$ cat config.mk
export PLATFORM = sky130hd
export DESIGN_NAME = ace_ccu_snoop_conflict_mgr
export DESIGN_NICKNAME = d
export VERILOG_FILES = /design/src/rtl/ace_ccu_cm_pkg.sv /design/src/rtl/ace_ccu_cm_table.sv /design/src/rtl/ace_ccu_snoop_conflict_mgr.sv
export SDC_FILE = /design/constraint.sdc
export NUM_CORES = 1
export LEC_CHECK = 0
export CAP_MARGIN = 30
export CORE_UTILIZATION = 40
export DETAILED_ROUTE_END_ITERATION = 10
export PLACE_DENSITY_LB_ADDON = 0.2
export SLEW_MARGIN = 20
export SYNTH_ARGS = -nofsm -noshare
export SYNTH_HDL_FRONTEND = slang
export SYNTH_SLANG_ARGS = --single-unit
$ cat constraint.sdc
create_clock -name clk_i -period 2.7 [get_ports clk_i]
set_input_delay 0.54 -clock clk_i [delete_from_list [all_inputs] [get_ports clk_i]]
set_output_delay 0.54 -clock clk_i [all_outputs]
set_load 0.02 [all_outputs]
$ cat src/rtl/ace_ccu_cm_pkg.sv
// Shared types and defaults for the ACE CCU snoop conflict manager.
// The table entry holds a valid bit and an address slice zero-extended to CmAddrWidthMax.
package ace_ccu_cm_pkg;

  localparam int unsigned CmNumEntriesDefault = 4;
  localparam int unsigned CmAddrWidthMax      = 32;

  typedef struct packed {
    logic                      valid;
    logic [CmAddrWidthMax-1:0] addr;
  } cm_entry_t;

  // Circular increment that wraps at n, so n need not be a power of two.
  function automatic int unsigned cm_wrap_inc(input int unsigned idx, input int unsigned n);
    return (idx == n - 1) ? 0 : idx + 1;
  endfunction

endpackage

$ cat src/rtl/ace_ccu_cm_table.sv
// In-flight snoop table: circular {valid, addr} store, pointers, count, and a parallel address compare.
// Push and pop update state on the next rising edge; hit_o is purely combinational.
module ace_ccu_cm_table
  import ace_ccu_cm_pkg::*;
#(
  parameter int unsigned NumEntries  = CmNumEntriesDefault,
  parameter int unsigned CmAddrWidth = 8,
  localparam int unsigned PtrWidth   = $clog2(NumEntries),
  localparam int unsigned CntWidth   = $clog2(NumEntries + 1)
) (
  input  logic                   clk_i,
  input  logic                   rst_ni,
  input  logic                   push_i,
  input  logic [CmAddrWidth-1:0] push_addr_i,
  input  logic                   pop_i,
  input  logic [CmAddrWidth-1:0] cmp_addr_i,
  input  logic                   excl_head_i,
  output logic                   hit_o,
  output logic [CntWidth-1:0]    count_o
);

  cm_entry_t             table_q [NumEntries];
  logic [PtrWidth-1:0]   wr_ptr_q;
  logic [PtrWidth-1:0]   rd_ptr_q;
  logic [CntWidth-1:0]   count_q;
  logic [CmAddrWidthMax-1:0] push_addr_ext;
  logic [CmAddrWidthMax-1:0] cmp_addr_ext;

  assign push_addr_ext = CmAddrWidthMax'(push_addr_i);
  assign cmp_addr_ext  = CmAddrWidthMax'(cmp_addr_i);

  // Push is applied after pop so a full-table release-and-refill of one slot keeps the new entry.
  always_ff @(posedge clk_i or negedge rst_ni) begin
    if (!rst_ni) begin
      for (int unsigned i = 0; i < NumEntries; i++) begin
        table_q[i] <= '0;
      end
      wr_ptr_q <= '0;
      rd_ptr_q <= '0;
      count_q  <= '0;
    end else begin
      if (pop_i) begin
        table_q[rd_ptr_q].valid <= 1'b0;
        rd_ptr_q <= PtrWidth'(cm_wrap_inc(32'(rd_ptr_q), NumEntries));
      end
      if (push_i) begin
        table_q[wr_ptr_q].valid <= 1'b1;
        table_q[wr_ptr_q].addr  <= push_addr_ext;
        wr_ptr_q <= PtrWidth'(cm_wrap_inc(32'(wr_ptr_q), NumEntries));
      end
      case ({push_i, pop_i})
        2'b10:   count_q <= count_q + 1'b1;
        2'b01:   count_q <= count_q - 1'b1;
        default: count_q <= count_q;
      endcase
    end
  end

  always_comb begin
    hit_o = 1'b0;
    for (int unsigned i = 0; i < NumEntries; i++) begin
      if (table_q[i].valid && (table_q[i].addr == cmp_addr_ext) &&
          !(excl_head_i && (PtrWidth'(i) == rd_ptr_q))) begin
        hit_o = 1'b1;
      end
    end
  end

  assign count_o = count_q;

endmodule

$ cat src/rtl/ace_ccu_snoop_conflict_mgr.sv
// Stalls a presented snoop while an in-flight snoop to the same address slice exists or the tracker is full.
// Optional ACE_CCU_CM_RELEASE_FWD_EN lets a release in the current cycle unblock the presented snoop immediately.
module ace_ccu_snoop_conflict_mgr
  import ace_ccu_cm_pkg::*;
#(
  parameter int unsigned NumEntries  = CmNumEntriesDefault,
  parameter int unsigned CmAddrWidth = 8,
  localparam int unsigned CntWidth   = $clog2(NumEntries + 1)
) (
  input  logic                   clk_i,
  input  logic                   rst_ni,
  input  logic                   cm_valid_i,
  input  logic                   cm_ready_i,
  input  logic [CmAddrWidth-1:0] cm_addr_i,
  output logic                   cm_stall_o,
  input  logic                   cm_done_i,
  output logic [CntWidth-1:0]    usage_o,
  output logic                   err_o
);

  logic [CntWidth-1:0] count;
  logic                hit;
  logic                full;
  logic                excl_head;
  logic                pop;
  logic                underflow;
  logic                accept;
  logic                err_q;

  assign pop       = cm_done_i && (count != '0);
  assign underflow = cm_done_i && (count == '0);

`ifdef ACE_CCU_CM_RELEASE_FWD_EN
  assign excl_head = pop;
  assign full      = (count == CntWidth'(NumEntries)) && !pop;
`else
  assign excl_head = 1'b0;
  assign full      = (count == CntWidth'(NumEntries));
`endif

  // Stall never looks at cm_ready_i, so ready paths gated by stall cannot form a loop.
  assign cm_stall_o = cm_valid_i && (hit || full);
  assign accept     = cm_valid_i && cm_ready_i && !cm_stall_o;

  ace_ccu_cm_table #(
    .NumEntries  (NumEntries),
    .CmAddrWidth (CmAddrWidth)
  ) u_table (
    .clk_i       (clk_i),
    .rst_ni      (rst_ni),
    .push_i      (accept),
    .push_addr_i (cm_addr_i),
    .pop_i       (pop),
    .cmp_addr_i  (cm_addr_i),
    .excl_head_i (excl_head),
    .hit_o       (hit),
    .count_o     (count)
  );

  always_ff @(posedge clk_i or negedge rst_ni) begin
    if (!rst_ni) begin
      err_q <= 1'b0;
    end else if (underflow) begin
      err_q <= 1'b1;
    end
  end

  assign usage_o = count;
  assign err_o   = err_q;

endmodule

==> flow_summary_export.csv <==
group,metric,value,unit
pwr,sw_frac_of_total,34.16,%
cells_and_area,fin_cells,295,
pwr,sequentialPowerShare,43.9,%
clocking,cts_buffers,5,
yosys,yosys_warnings,0,
die,coreArea,0.005540,mm^2
die,ios,18,
clocking,cts_root_buf,"clkbuf_8",
cells_and_area,area_delta_synth_final,20.80,%
critical_path,worst_ep_arrival_time,2780,ps
yosys,synthFlopType,"dfrtp_1",
critical_path,critPathLaunch,"cm_addr_i[2]",
yosys,seq_area_frac_synth,47.67,%
timing,timing.fmax,385.0,MHz
global_route,antenna_found_initial,0,
min_path,hold_class,"input pin to asynchronous set/reset pin",
global_route,grt_first_pass_wirelength,6872,um
pwr,pwr_density_cell,1008,mW/mm^2
cells_and_area,layout_commonest_cell,"dfrtp_1",
detailed_routing,viasPerCell,4.769,
critical_path,worstReg2RegStart,"u_table.table_q[68]",
run,maxCapViolations,0,
timing,fin_skew,11.17,ps
yosys,syn_area,0.002310,mm^2
timing,fin_crit_sh,96.19,%
global_route,grt_start_max_net_pins,45,
cells_and_area,fin_nets,245,
global_route,grt_pass1_vias,1413,
timing,relSlewSlack,73.65,%
detailed_routing,drt-total-wl,4148,um
cells_and_area,insertedDiodeCount,0,
die,fp-row-count,27,
critical_path,criticalPathCategory,"input pin to flip-flop",
place,dp_hpwl,3047,um
timing,layout_min_cycle_time,2597,ps
pwr,clock_power_share,15.5,%
clocking,cts_tree,"yes",
critical_path,crit_fanout,5,
pwr,ir_worst_vdd,0.3662,mV
die,dieArea,0.006082,mm^2
critical_path,critPathMaxStageDelay,290,ps
die,die_x,77.99,um
die,initial_core_util,41.69,%
detailed_routing,drtIter0Drc,26,
outcome,status,"complete, no violations",
place,place_congestion,0.8260,
critical_path,crit_path_cell_trace,"dlygate4sd2_1 > buf_4 > xnor2_2 > nand3_1 > nor3_2 > buf_4 > a311oi_4 > nand4_1 > ha_2 > inv_1 > fa_2 > xor2_1 > nor2_1 > xor2_1",
timing,rsz0062_at_grt,"no",
pwr,cell_internal_pwr,1.851,mW
cells_and_area,most-common-layout-cells,"dfrtp_1, mux2_2, xnor2_1",
global_route,grtUsageTotal,15.18,%
clocking,cts_sinks,44,
global_route,gr-total-overflow,0,
yosys,syn_nets,211,
cells_and_area,utilization,50.36,%
clocking,clock_latency,300,ps
detailed_routing,drc_errors,0,
pwr,power_frac_comb,40.5,%
place,port_buffers,17,
yosys,synth_cell_types,25,
timing,drv_slew,0,
place,dp_cells,285,
timing,tightest_slew,395.2,ps
timing,finalSetupViolations,0,
critical_path,critPathSlowestCell,"a311oi_4",
cells_and_area,drive_above_1_share,36.32,%
clocking,h-tree-depth,2,
critical_path,crit_required,2880,ps
critical_path,critPathCaptureType,"flip-flop",
detailed_routing,drtPass1Iterations,4,
yosys,synth_cells,188,
detailed_routing,ant_nets,0,
pwr,p_leak,1.219,nW
clocking,clkSlewWorstSetupHoldPaths,90,ps
timing,finalHoldViolCount,0,
yosys,synthArstFlopShare,100.0,%
yosys,synth_edf_count,0,
detailed_routing,wl_per_cell,14.06,um
pwr,p_switching,0.9606,mW
cells_and_area,num-fill-cells,504,
timing,hold_ws,151.7,ps
critical_path,cp-start-kind,"input pin",
yosys,ys_seq_elements,44,
die,die_h,77.99,um
clocking,clock_path_buffers,2,
detailed_routing,num_vias,1407,
yosys,syn_area_per_cell,12.29,um^2
synth_stat cells, drive strengths merged, types with 2 or more instances:
library cell  count  area (um^2)
dfrtp            44         1101
mux2             34        382.9
xnor2            30        262.8
nand2            17        63.81
ha                9        112.6
buf               8        63.81
inv               7        26.28
nand3             7        55.05
nand4             5        31.28
xor2              5        43.79
and3              4        25.02
nor3              4        20.02
nor2              3        11.26
o21ai             2        10.01
final cells by class:
cell class                 count  area (um^2)  share of cell area, %
tap                           72        90.09                  3.229
timing repair buffer          36        319.1                  11.43
multi-input combinational    128         1156                  41.43
clock inverter                 2        15.01                 0.5381
clock buffer                   6        82.58                  2.960
sequential                    44         1101                  39.46
inverter                       7        26.28                 0.9417
worst max-delay path, delay by kind of cell:
kind / cells / cell delay (ps)
XOR/XNOR: 3 / 440
buffers and inverters: 4 / 650
adder cells (fa/ha/maj): 2 / 420
AND/OR/NAND/NOR: 4 / 450
AO/OA/AOI/OAI: 1 / 290
what timing repair did:
item,in CTS,in global routing
pin swaps,8,6
setup endpoints to repair,3,3
setup buffers,1,0
hold buffers,0,0
resized for setup,20,10
sequential cells by signal, summed over array words and instances, names as in the netlist:
| signal | flops |
|---|---|
| u_table.wr_ptr_q | 2 |
| err_o | 1 |
| u_table.table_q | 36 |
| u_table.rd_ptr_q | 2 |
| u_table.count_o | 3 |
per-layer routing:
| metal | GRT usage [%] | up-vias | routed length (um) |
|---|---|---|---|
| met4 | 5.000 | 0 | 38 |
| met2 | 24.87 | 14 | 2014 |
| met5 | 0 | - | 0 |
| met3 | 3.765 | 5 | 126 |
| li1 | - | 696 | - |
| met1 | 19.63 | 692 | 1970 |
per-stage QoR:
| step | power [mW] | setup TNS [ps] | setup WS (ps) | cell area (um^2) |
|---|---|---|---|---|
| 2_1_floorplan | 2.027 | 0 | 89.67 | 2310 |
| 3_3_place_gp | 2.317 | -5886 | -621.7 | 2650 |
| 3_5_place_dp | 2.372 | -6269 | -642.0 | 2650 |
| 4_1_cts | 2.823 | 0 | 49.58 | 2770 |
| 5_1_grt | 3.026 | 0 | 1.656 | 2790 |
| 6_report | 2.812 | 0 | 102.8 | 2790 |
worst paths after layout:
check | to | slack, ps | cells past startpoint
setup / recovery | u_table.count_o[2] | 100 | 14
hold / removal | u_table.table_q[7] | 150 | 1
setup reg to reg | u_table.count_o[2] | 270 | 11
hold reg to reg | err_o | 460 | 1
max in group asynchronous | u_table.rd_ptr_q[1] | 2060 | 2
min in group clk_i | err_o | 460 | 1
cells by family after synthesis:
logic type,Yosys count,synth area share [%]
compound gates,6,2.763
xor+xnor,35,13.27
fa+ha+maj,10,5.742
buf+inv,16,4.063
flops,44,47.67
mux,35,17.01
simple gates,42,9.480
power groups by stage:
stage	logic [mW]	registers (mW)	clock network [mW]
6_report	1.14	1.24	0.437
5_1_grt	1.27	1.28	0.476
4_1_cts	1.15	1.23	0.448
3_5_place_dp	1.13	1.24	0
3_3_place_gp	1.09	1.22	0
2_1_floorplan	0.798	1.23	0
No activity file was read; power rests on OpenSTA's default activity.
